File: src/rtl/id_ex_skid_buf.sv
// id_ex_skid_buf: decode-to-execute pipeline buffer with valid/ready handshake and a two-entry skid store
// Ports:
//   clk, rst                     clock and synchronous active-high reset
//   i_valid / o_ready            upstream handshake (o_ready depends on registered state and rst only)
//   o_valid / i_ready            downstream handshake
//   i_flush                      squashes every held beat and any beat offered in the same cycle
//   i_WB .. i_read_data2         incoming payload
//   o_WB .. o_read_data2         head-entry payload; control groups read as zero while empty
//   o_stall_cnt                  saturating count of cycles with o_valid && !i_ready
module id_ex_skid_buf #(
    parameter int WbSize  = 4,
    parameter int MemSize = 6,
    parameter int ExSize  = 3,
    parameter int PcW     = 32,
    parameter int RegW    = 3,
    parameter int DataW   = 16,
    parameter int CntW    = 8
) (
    input  logic               clk,
    input  logic               rst,
    input  logic               i_valid,
    output logic               o_ready,
    input  logic               i_flush,
    input  logic [WbSize-1:0]  i_WB,
    input  logic [MemSize-1:0] i_Mem,
    input  logic [ExSize-1:0]  i_Ex,
    input  logic               i_chg_flag,
    input  logic [PcW-1:0]     i_pc,
    input  logic [RegW-1:0]    i_Rsrc1,
    input  logic [RegW-1:0]    i_Rsrc2,
    input  logic [RegW-1:0]    i_Rdst,
    input  logic [DataW-1:0]   i_immd,
    input  logic [DataW-1:0]   i_read_data1,
    input  logic [DataW-1:0]   i_read_data2,
    output logic               o_valid,
    input  logic               i_ready,
    output logic [WbSize-1:0]  o_WB,
    output logic [MemSize-1:0] o_Mem,
    output logic [ExSize-1:0]  o_Ex,
    output logic               o_chg_flag,
    output logic [PcW-1:0]     o_pc,
    output logic [RegW-1:0]    o_Rsrc1,
    output logic [RegW-1:0]    o_Rsrc2,
    output logic [RegW-1:0]    o_Rdst,
    output logic [DataW-1:0]   o_immd,
    output logic [DataW-1:0]   o_read_data1,
    output logic [DataW-1:0]   o_read_data2,
    output logic [CntW-1:0]    o_stall_cnt
);
    localparam int CtlW = WbSize + MemSize + ExSize + 1;
    localparam int PlW  = CtlW + PcW + 3 * RegW + 3 * DataW;
    typedef enum logic [1:0] {EMPTY, ONE, FULL} state_t;
    state_t state, state_nx;
    logic [PlW-1:0] main_q, skid_q, in_pl;
    logic [CntW-1:0] stall_cnt;
    logic acc, rel, ld_main_in, ld_main_skid, ld_skid;
    assign in_pl = {i_WB, i_Mem, i_Ex, i_chg_flag, i_pc, i_Rsrc1, i_Rsrc2, i_Rdst,
                    i_immd, i_read_data1, i_read_data2};
    assign o_ready = (state != FULL) && !rst;
    assign o_valid = state != EMPTY;
    assign acc = i_valid && o_ready;
    assign rel = o_valid && i_ready;
    always_comb begin
        state_nx     = state;
        ld_main_in   = 1'b0;
        ld_main_skid = 1'b0;
        ld_skid      = 1'b0;
        case (state)
            EMPTY: begin
                state_nx   = acc ? ONE : EMPTY;
                ld_main_in = acc;
            end
            ONE: begin
                state_nx   = (acc && !rel) ? FULL : (rel && !acc) ? EMPTY : ONE;
                ld_main_in = acc && rel;
                ld_skid    = acc && !rel;
            end
            FULL: begin
                state_nx     = rel ? ONE : FULL;
                ld_main_skid = rel;
            end
            default: state_nx = EMPTY;
        endcase
        // A flush drops everything, including a beat accepted this cycle; leaving main untouched keeps the data fields at their last values.
        if (i_flush) begin
            state_nx     = EMPTY;
            ld_main_in   = 1'b0;
            ld_main_skid = 1'b0;
            ld_skid      = 1'b0;
        end
    end
    always_ff @(posedge clk) begin
        if (rst) begin
            state     <= EMPTY;
            main_q    <= '0;
            skid_q    <= '0;
            stall_cnt <= '0;
        end else begin
            state <= state_nx;
            if (ld_main_in)
                main_q <= in_pl;
            else if (ld_main_skid)
                main_q <= skid_q;
            if (ld_skid)
                skid_q <= in_pl;
            if (o_valid && !i_ready && stall_cnt != '1)
                stall_cnt <= stall_cnt + CntW'(1);
        end
    end
    // Control groups become a bubble when no beat is held; data fields are passed through unchanged.
    assign {o_WB, o_Mem, o_Ex, o_chg_flag} = o_valid ? main_q[PlW-1 -: CtlW] : '0;
    assign {o_pc, o_Rsrc1, o_Rsrc2, o_Rdst, o_immd, o_read_data1, o_read_data2} = main_q[PlW-CtlW-1:0];
    assign o_stall_cnt = stall_cnt;
endmodule

File: config.mk
export PLATFORM = sky130hd
export DESIGN_NAME = id_ex_skid_buf
export DESIGN_NICKNAME = d
export VERILOG_FILES = /design/src/rtl/id_ex_skid_buf.sv
export SDC_FILE = /design/constraint.sdc
export NUM_CORES = 1
export LEC_CHECK = 0
export CORE_MARGIN = 2
export CORE_UTILIZATION = 47
export DETAILED_ROUTE_END_ITERATION = 12
export GPL_TIMING_DRIVEN = 0
export PLACE_DENSITY = 0.86
export SLEW_MARGIN = 30
export SYNTH_ARGS = -nofsm -noshare
export SYNTH_HDL_FRONTEND = slang
export SYNTH_SLANG_ARGS = --single-unit
File: constraint.sdc
create_clock -name clk -period 4.66 [get_ports clk]
set_clock_uncertainty 0.1 [all_clocks]
set_input_delay 0.932 -clock clk [delete_from_list [all_inputs] [get_ports clk]]
set_output_delay 0.932 -clock clk [all_outputs]
set_load 0.005 [all_outputs]
[After elaboration in Yosys (flattened, before gate mapping)]
Index checks and enable logic that the tools add are counted.
Word-level totals
  register bits after elaboration: 216
  latch bits: 0
  memory bits (writable): 0
  ROM bits: 0
  input port bits: 108
  logic and storage cells: 39
  memories: 0
Operators by class
  add/sub/neg operators: 1
  $mul: 0
  divide/modulo/power cells: 0
  order comparisons: 0
  equal/unequal tests: 4
  shifts and indexed selects: 0
  muxes and demuxes: 14
  bitwise logic cells: 0
  reductions and logical operators: 16
Operator list (count)
  $mux 103: 2
  $mux 14: 1
  $add 8x1->8 const B: 1
  $logic_and 1x1->1: 8
  $ne 8x8->1 const B: 1
  $mux 1: 7
  $pmux 2 s3: 1
  $logic_not 1->1: 4
  $mux 2: 2
  $reduce_bool 2->1: 2
  $eq 2x1->1 const B: 1
  $eq 2x2->1 const B: 1
  $logic_not 2->1: 1
  $ne 2x2->1 const B: 1
  $pmux 1 s2: 1
  $reduce_or 2->1: 1

[Logic depth before layout (Yosys ltp)]
  word-level depth: 8
  mapped depth: 10
  mapped depth without buffers: 7

[Worst setup path after synthesis]
No wires, ideal clock.
  path type: input -> register
  start: input rst
  end: register skid_q[42]
  setup time: 0.070 ns
  arrival time: 2.695 ns
  required time: 4.490 ns
  setup slack: 1.794 ns
  cell stages on the path: 10
  path buffers: 4
  cells stage by stage: clkbuf_1 -> clkbuf_1 -> a21oi_1 -> and2_1 -> ha_1 -> nand4bb_1 -> clkbuf_1 -> clkbuf_1 -> nand2_1 -> a21oi_1
On the way
  longest elaborated chain between the ends: 6
RTL lines
  start: declaration: line 20  | input logic rst,
  $logic_not 1->1: line 59  | assign o_ready = (state != FULL) && !rst;
  $logic_and 1x1->1: line 59
  via o_ready: line 22  | output logic o_ready,
  $logic_and 1x1->1: line 61  | assign acc = i_valid && o_ready;
  $logic_and 1x1->1: line 76  | ld_skid = acc && !rel;
  $mux 1: line 68  | case (state)
  $mux 1: line 85  | if (i_flush) begin
  end signal: assignment: line 105  | skid_q <= in_pl;
  end: declaration: line 54  | logic [PlW-1:0] main_q, skid_q, in_pl;
The timed path passes the listed nets, and every way through them passes these cells.
A chain may end at the register's enable or synchronous reset.

[Worst setup path in the final report]
  start: input rst
  end: register skid_q[44]
On the way
  longest elaborated chain between the ends: 6
RTL lines (line)
  $logic_not 1->1: 59
  $logic_and 1x1->1: 59
  $logic_and 1x1->1: 61
  $logic_and 1x1->1: 76
  $mux 1: 68
  $mux 1: 85
Several ways; a longest one is shown, not always the timed one.

==> out/summary.txt <==
CLOCK NETWORK
--------------------------------------------------------------------------------------------------
CTS buffer count                                                                                23
CTS sink count                                                                                 216
Htree depth                                                                                      1
Number of cells upsized or downsized after cts                                                   0
CTS Root Buffer Type                                                                  sky130_fd_sc_hd__clkbuf_16
Maximum buffer depth of the clock tree                                                           3
Hold_buf cts                                                                                     0
Clock transition time at the flip-flop clock pins of the worst setup and hold paths        0.06 ns
TritonCTS clock tree                                                                          done
Latest clock arrival within the worst-skew pair                                            0.50 ns
# Post-CTS Setup Buffers                                                                         0

SYNTHESIS
--------------------------------------------------------------------------------------------------
Most common cell in the synthesized netlist                                           sky130_fd_sc_hd__dfxtp_1
Most used flip-flop cell after synthesis                                              sky130_fd_sc_hd__dfxtp_1
Number of synthesized register bits                                                            216
Async S/R FF share, synth                                                                        0
Synth unique cells                                                                              36
Post-synthesis cell type with the largest combined area                               sky130_fd_sc_hd__dfxtp_1
Post-Syn Instances                                                                            1097
Area contributors post-synth                                                          sky130_fd_sc_hd__dfxtp_1 43%, sky130_fd_sc_hd__a221oi_2 10%, sky130_fd_sc_hd__mux2i_1 10%
Synth Warn #                                                                                     0
Synthesized area                                                                        10050 um^2
Top cells by instance count after synthesis                                           216 x sky130_fd_sc_hd__dfxtp_1, 210 x sky130_fd_sc_hd__nand2_1, 108 x sky130_fd_sc_hd__nor2_1, 107 x sky130_fd_sc_hd__a21oi_1, 104 x sky130_fd_sc_hd__mux2i_1
Top cell type's share of synthesized area                                                   0.4301
Sequential share of the synthesized area                                                    0.4301
Net count after synthesis                                                                     1208
Synth Area per Inst                                                                     9.164 um^2
EDFF count, synth                                                                                0

LAYOUT
--------------------------------------------------------------------------------------------------
Filler cell count                                                                             1659
Area used by sequential logic in the layout                                              4324 um^2
Ant. Diodes                                                                                      0
Core occupancy in the finished layout                                                       0.6338
Total area of multi-input combinational cells                                            4553 um^2
Fraction of layout instances using a drive strength above 1                                 0.1807
Final net count                                                                               1452
Area added between synthesis and finish                                                     32.53%

FLOORPLANNING
--------------------------------------------------------------------------------------------------
Chip height                                                                               150.3 um
Core area                                                                               21020 um^2
Full die area                                                                           22580 um^2
Horiz. Die Dim                                                                            150.3 um
Initial Utilization                                                                         0.4782
Rows                                                                                            53
Io pins                                                                                        221

ROUTING
--------------------------------------------------------------------------------------------------
Aggregate routed wire length                                                              27.98 mm
Avg Vias per Cell                                                                            5.380
Routed via count                                                                              8775
Wire length per cell after detailed routing                                               17.16 um
Violation count after the first detailed-route iteration                                       507
DRT Pass-1 Iters                                                                                 5
Antenna violation net count after detailed routing                                               0
Final routed DRC violation total                                                                 0

CRITICAL PATH
--------------------------------------------------------------------------------------------------
Worst EP arrival                                                                           3.84 ns
Kind of capture point of the worst setup path                                            flip-flop
CP Max Fanout                                                                                   10
Start of the worst register-to-register path                                          state[0]$_SDFF_PP0_
Worst R2R End                                                                         skid_q[44]$_SDFFE_PP0P_
Critical Path RT                                                                           4.98 ns
Flop2flop setup slack                                                                      1.58 ns
Worst Setup Start Kind                                                                  input port
Worst reg2reg path depth                                                                        10
Critical path type                                                                    input port to flip-flop

PLACED DESIGN
--------------------------------------------------------------------------------------------------
Placed wire-length estimate after detailed placement                                      19.32 mm
Worst setup slack after placement                                                        0.6428 ns
Count of buffers inserted at the top-level ports                                               219
Final weighted congestion of routability-driven global placement                            0.8610

PWR
--------------------------------------------------------------------------------------------------
Part of the power in registers                                                               0.457
Comb pwr share                                                                               0.125
Clock group share of total power                                                             0.417
Largest vdd supply drop                                                                0.0001907 V
Static power due to leakage                                                            0.004546 uW
Total net switching power                                                                 989.3 uW
Power density cells                                                                   317.0 nW/um^2
Internal power                                                                             3235 uW
Switching share of power                                                                    0.2342

GLOBAL ROUTING
--------------------------------------------------------------------------------------------------
Antenna violations before repair                                                                 0
Overall fraction of global-route tracks in use                                              0.2406
Largest net degree at the start of global routing                                               14
Global-route wire length before repair                                                    44.02 mm
Vias in the first global route                                                                8826
GRT Residual Overflow                                                                            0

TIMING
--------------------------------------------------------------------------------------------------
Tcrit/Tclk final                                                                            0.7558
Achievable Freq                                                                          283.9 MHz
Remaining max-slew budget at the tightest pin                                               0.4599
Worst slew pin tran                                                                      0.8102 ns
PnR worst setup slack                                                                     1.138 ns
Total negative setup slack                                                                    0 ns
Final number of setup-violating endpoints                                                        0
Number of pins exceeding their max-slew limit in the final report                                0
Final Hold Viols                                                                                 0
Final min period                                                                          3.522 ns
Setup repair after global routing missed its margin                                             no

HOLD PATH
--------------------------------------------------------------------------------------------------
End point of the most critical hold path                                              skid_q[64]$_SDFFE_PP0P_
Number of cells traversed by the worst hold path                                                 2
Beginning of the worst hold path                                                      skid_q[64]$_SDFFE_PP0P_
Type of the most critical hold path                                                   flip-flop to flip-flop

OUTCOME
--------------------------------------------------------------------------------------------------
Result of the run                                                                     complete, no violations

FLOW RUN
--------------------------------------------------------------------------------------------------
Max-cap violations                                                                               0

[worst max-delay path, cell delays in order]
cell and delay [ns]:
sky130_fd_sc_hd__clkbuf_1 0.19, sky130_fd_sc_hd__clkbuf_1 0.51, sky130_fd_sc_hd__a21oi_1 0.11, sky130_fd_sc_hd__and2_1 0.22
sky130_fd_sc_hd__ha_1 0.21, sky130_fd_sc_hd__nand4bb_1 0.28, sky130_fd_sc_hd__clkbuf_1 0.64, sky130_fd_sc_hd__clkbuf_1 0.45
sky130_fd_sc_hd__nand2_1 0.11, sky130_fd_sc_hd__a21oi_1 0.16
[area by class of cell]
class,instances,share of cell area
Multi-Input combinational cell,691,0.3417
Timing Repair Buffer,219,0.1645
Sequential cell,216,0.3245
Inverter,4,0.001127
Clock buffer,36,0.05362
Clock inverter,4,0.001502
Tap cell,275,0.02582
Buffer,186,0.08714
[per-layer routing]
| metal | vias to the layer above | routed length, um | GRT usage |
|---|---|---|---|
| met5 | - | 0 | 0 |
| met4 | 0 | 691 | 0.06887 |
| met3 | 49 | 2030 | 0.04667 |
| met2 | 323 | 13570 | 0.4194 |
| met1 | 4186 | 11690 | 0.3026 |
| li1 | 4217 | - | - |
[sequential cells by signal (all words and copies together) (netlist names)]
| signal | flops |
|---|---|
| skid_q | 103 |
| state | 2 |
| o_stall_cnt | 8 |
| main_q | 103 |
[power groups by stage]
stage / registers, uW / logic [uW] / clock network (uW)
6_report: 1930 / 530 / 1760
5_1_grt: 1940 / 565 / 1870
4_1_cts: 1930 / 530 / 1790
3_5_place_dp: 1970 / 526 / 0
3_3_place_gp: 1970 / 517 / 0
2_1_floorplan: 1960 / 274 / 0
[how the worst max path moves through the flow]
stage	from	to	slack [ns]
2_1_floorplan	rst	skid_q[42]$_SDFFE_PP0P_	1.79
3_3_place_gp	rst	skid_q[45]$_SDFFE_PP0P_	0.64
3_5_place_dp	rst	skid_q[42]$_SDFFE_PP0P_	0.64
4_1_cts	rst	skid_q[44]$_SDFFE_PP0P_	1.14
5_1_grt	rst	skid_q[45]$_SDFFE_PP0P_	0.94
6_report	rst	skid_q[44]$_SDFFE_PP0P_	1.14
[cell usage in the layout, fill, tap and decap left out, types with 4 or more instances in the layout]
master	synthesis	final
sky130_fd_sc_hd__a211oi_1	5	5
sky130_fd_sc_hd__a21oi_1	107	107
sky130_fd_sc_hd__a221oi_1	33	33
sky130_fd_sc_hd__a221oi_2	70	70
sky130_fd_sc_hd__buf_2	28	28
sky130_fd_sc_hd__buf_4	95	95
sky130_fd_sc_hd__buf_6	9	9
sky130_fd_sc_hd__clkbuf_1	53	57
sky130_fd_sc_hd__clkbuf_16	0	23
sky130_fd_sc_hd__clkbuf_8	0	9
sky130_fd_sc_hd__clkdlybuf4s50_1	0	219
sky130_fd_sc_hd__clkinv_2	0	4
sky130_fd_sc_hd__dfxtp_1	216	216
sky130_fd_sc_hd__inv_1	4	4
sky130_fd_sc_hd__mux2i_1	104	104
sky130_fd_sc_hd__nand2_1	210	210
sky130_fd_sc_hd__nor2_1	108	108
sky130_fd_sc_hd__nor2b_1	17	17
sky130_fd_sc_hd__nor4_1	4	4
[cell families (layout without fill, tap and decap cells)]
family                   count (synthesis)  after routing  synth area share
AO/OA/AOI/OAI                          224            224            0.1979
multiplexers                           106            106            0.1058
buffers and inverters                  190            449            0.1170
AND/OR/NAND/NOR                        358            358            0.1455
adder cells (fa/ha/maj)                  3              3          0.003734
flip-flops                             216            216            0.4301
[per-stage QoR]
step / std cells / power, uW / cell area, um^2 / hold WS, ns
after floorplan: 1097 / 2236 / 10050 / 0.3360
after global placement: 1591 / 2487 / 12590 / 0.3414
after detailed placement: 1591 / 2498 / 12590 / 0.3465
after CTS: 1631 / 4251 / 13320 / 0.3550
after global routing: 1631 / 4371 / 13320 / 0.3701
final: 1631 / 4224 / 13320 / 0.3552
Power figures use the tool's default switching activity.
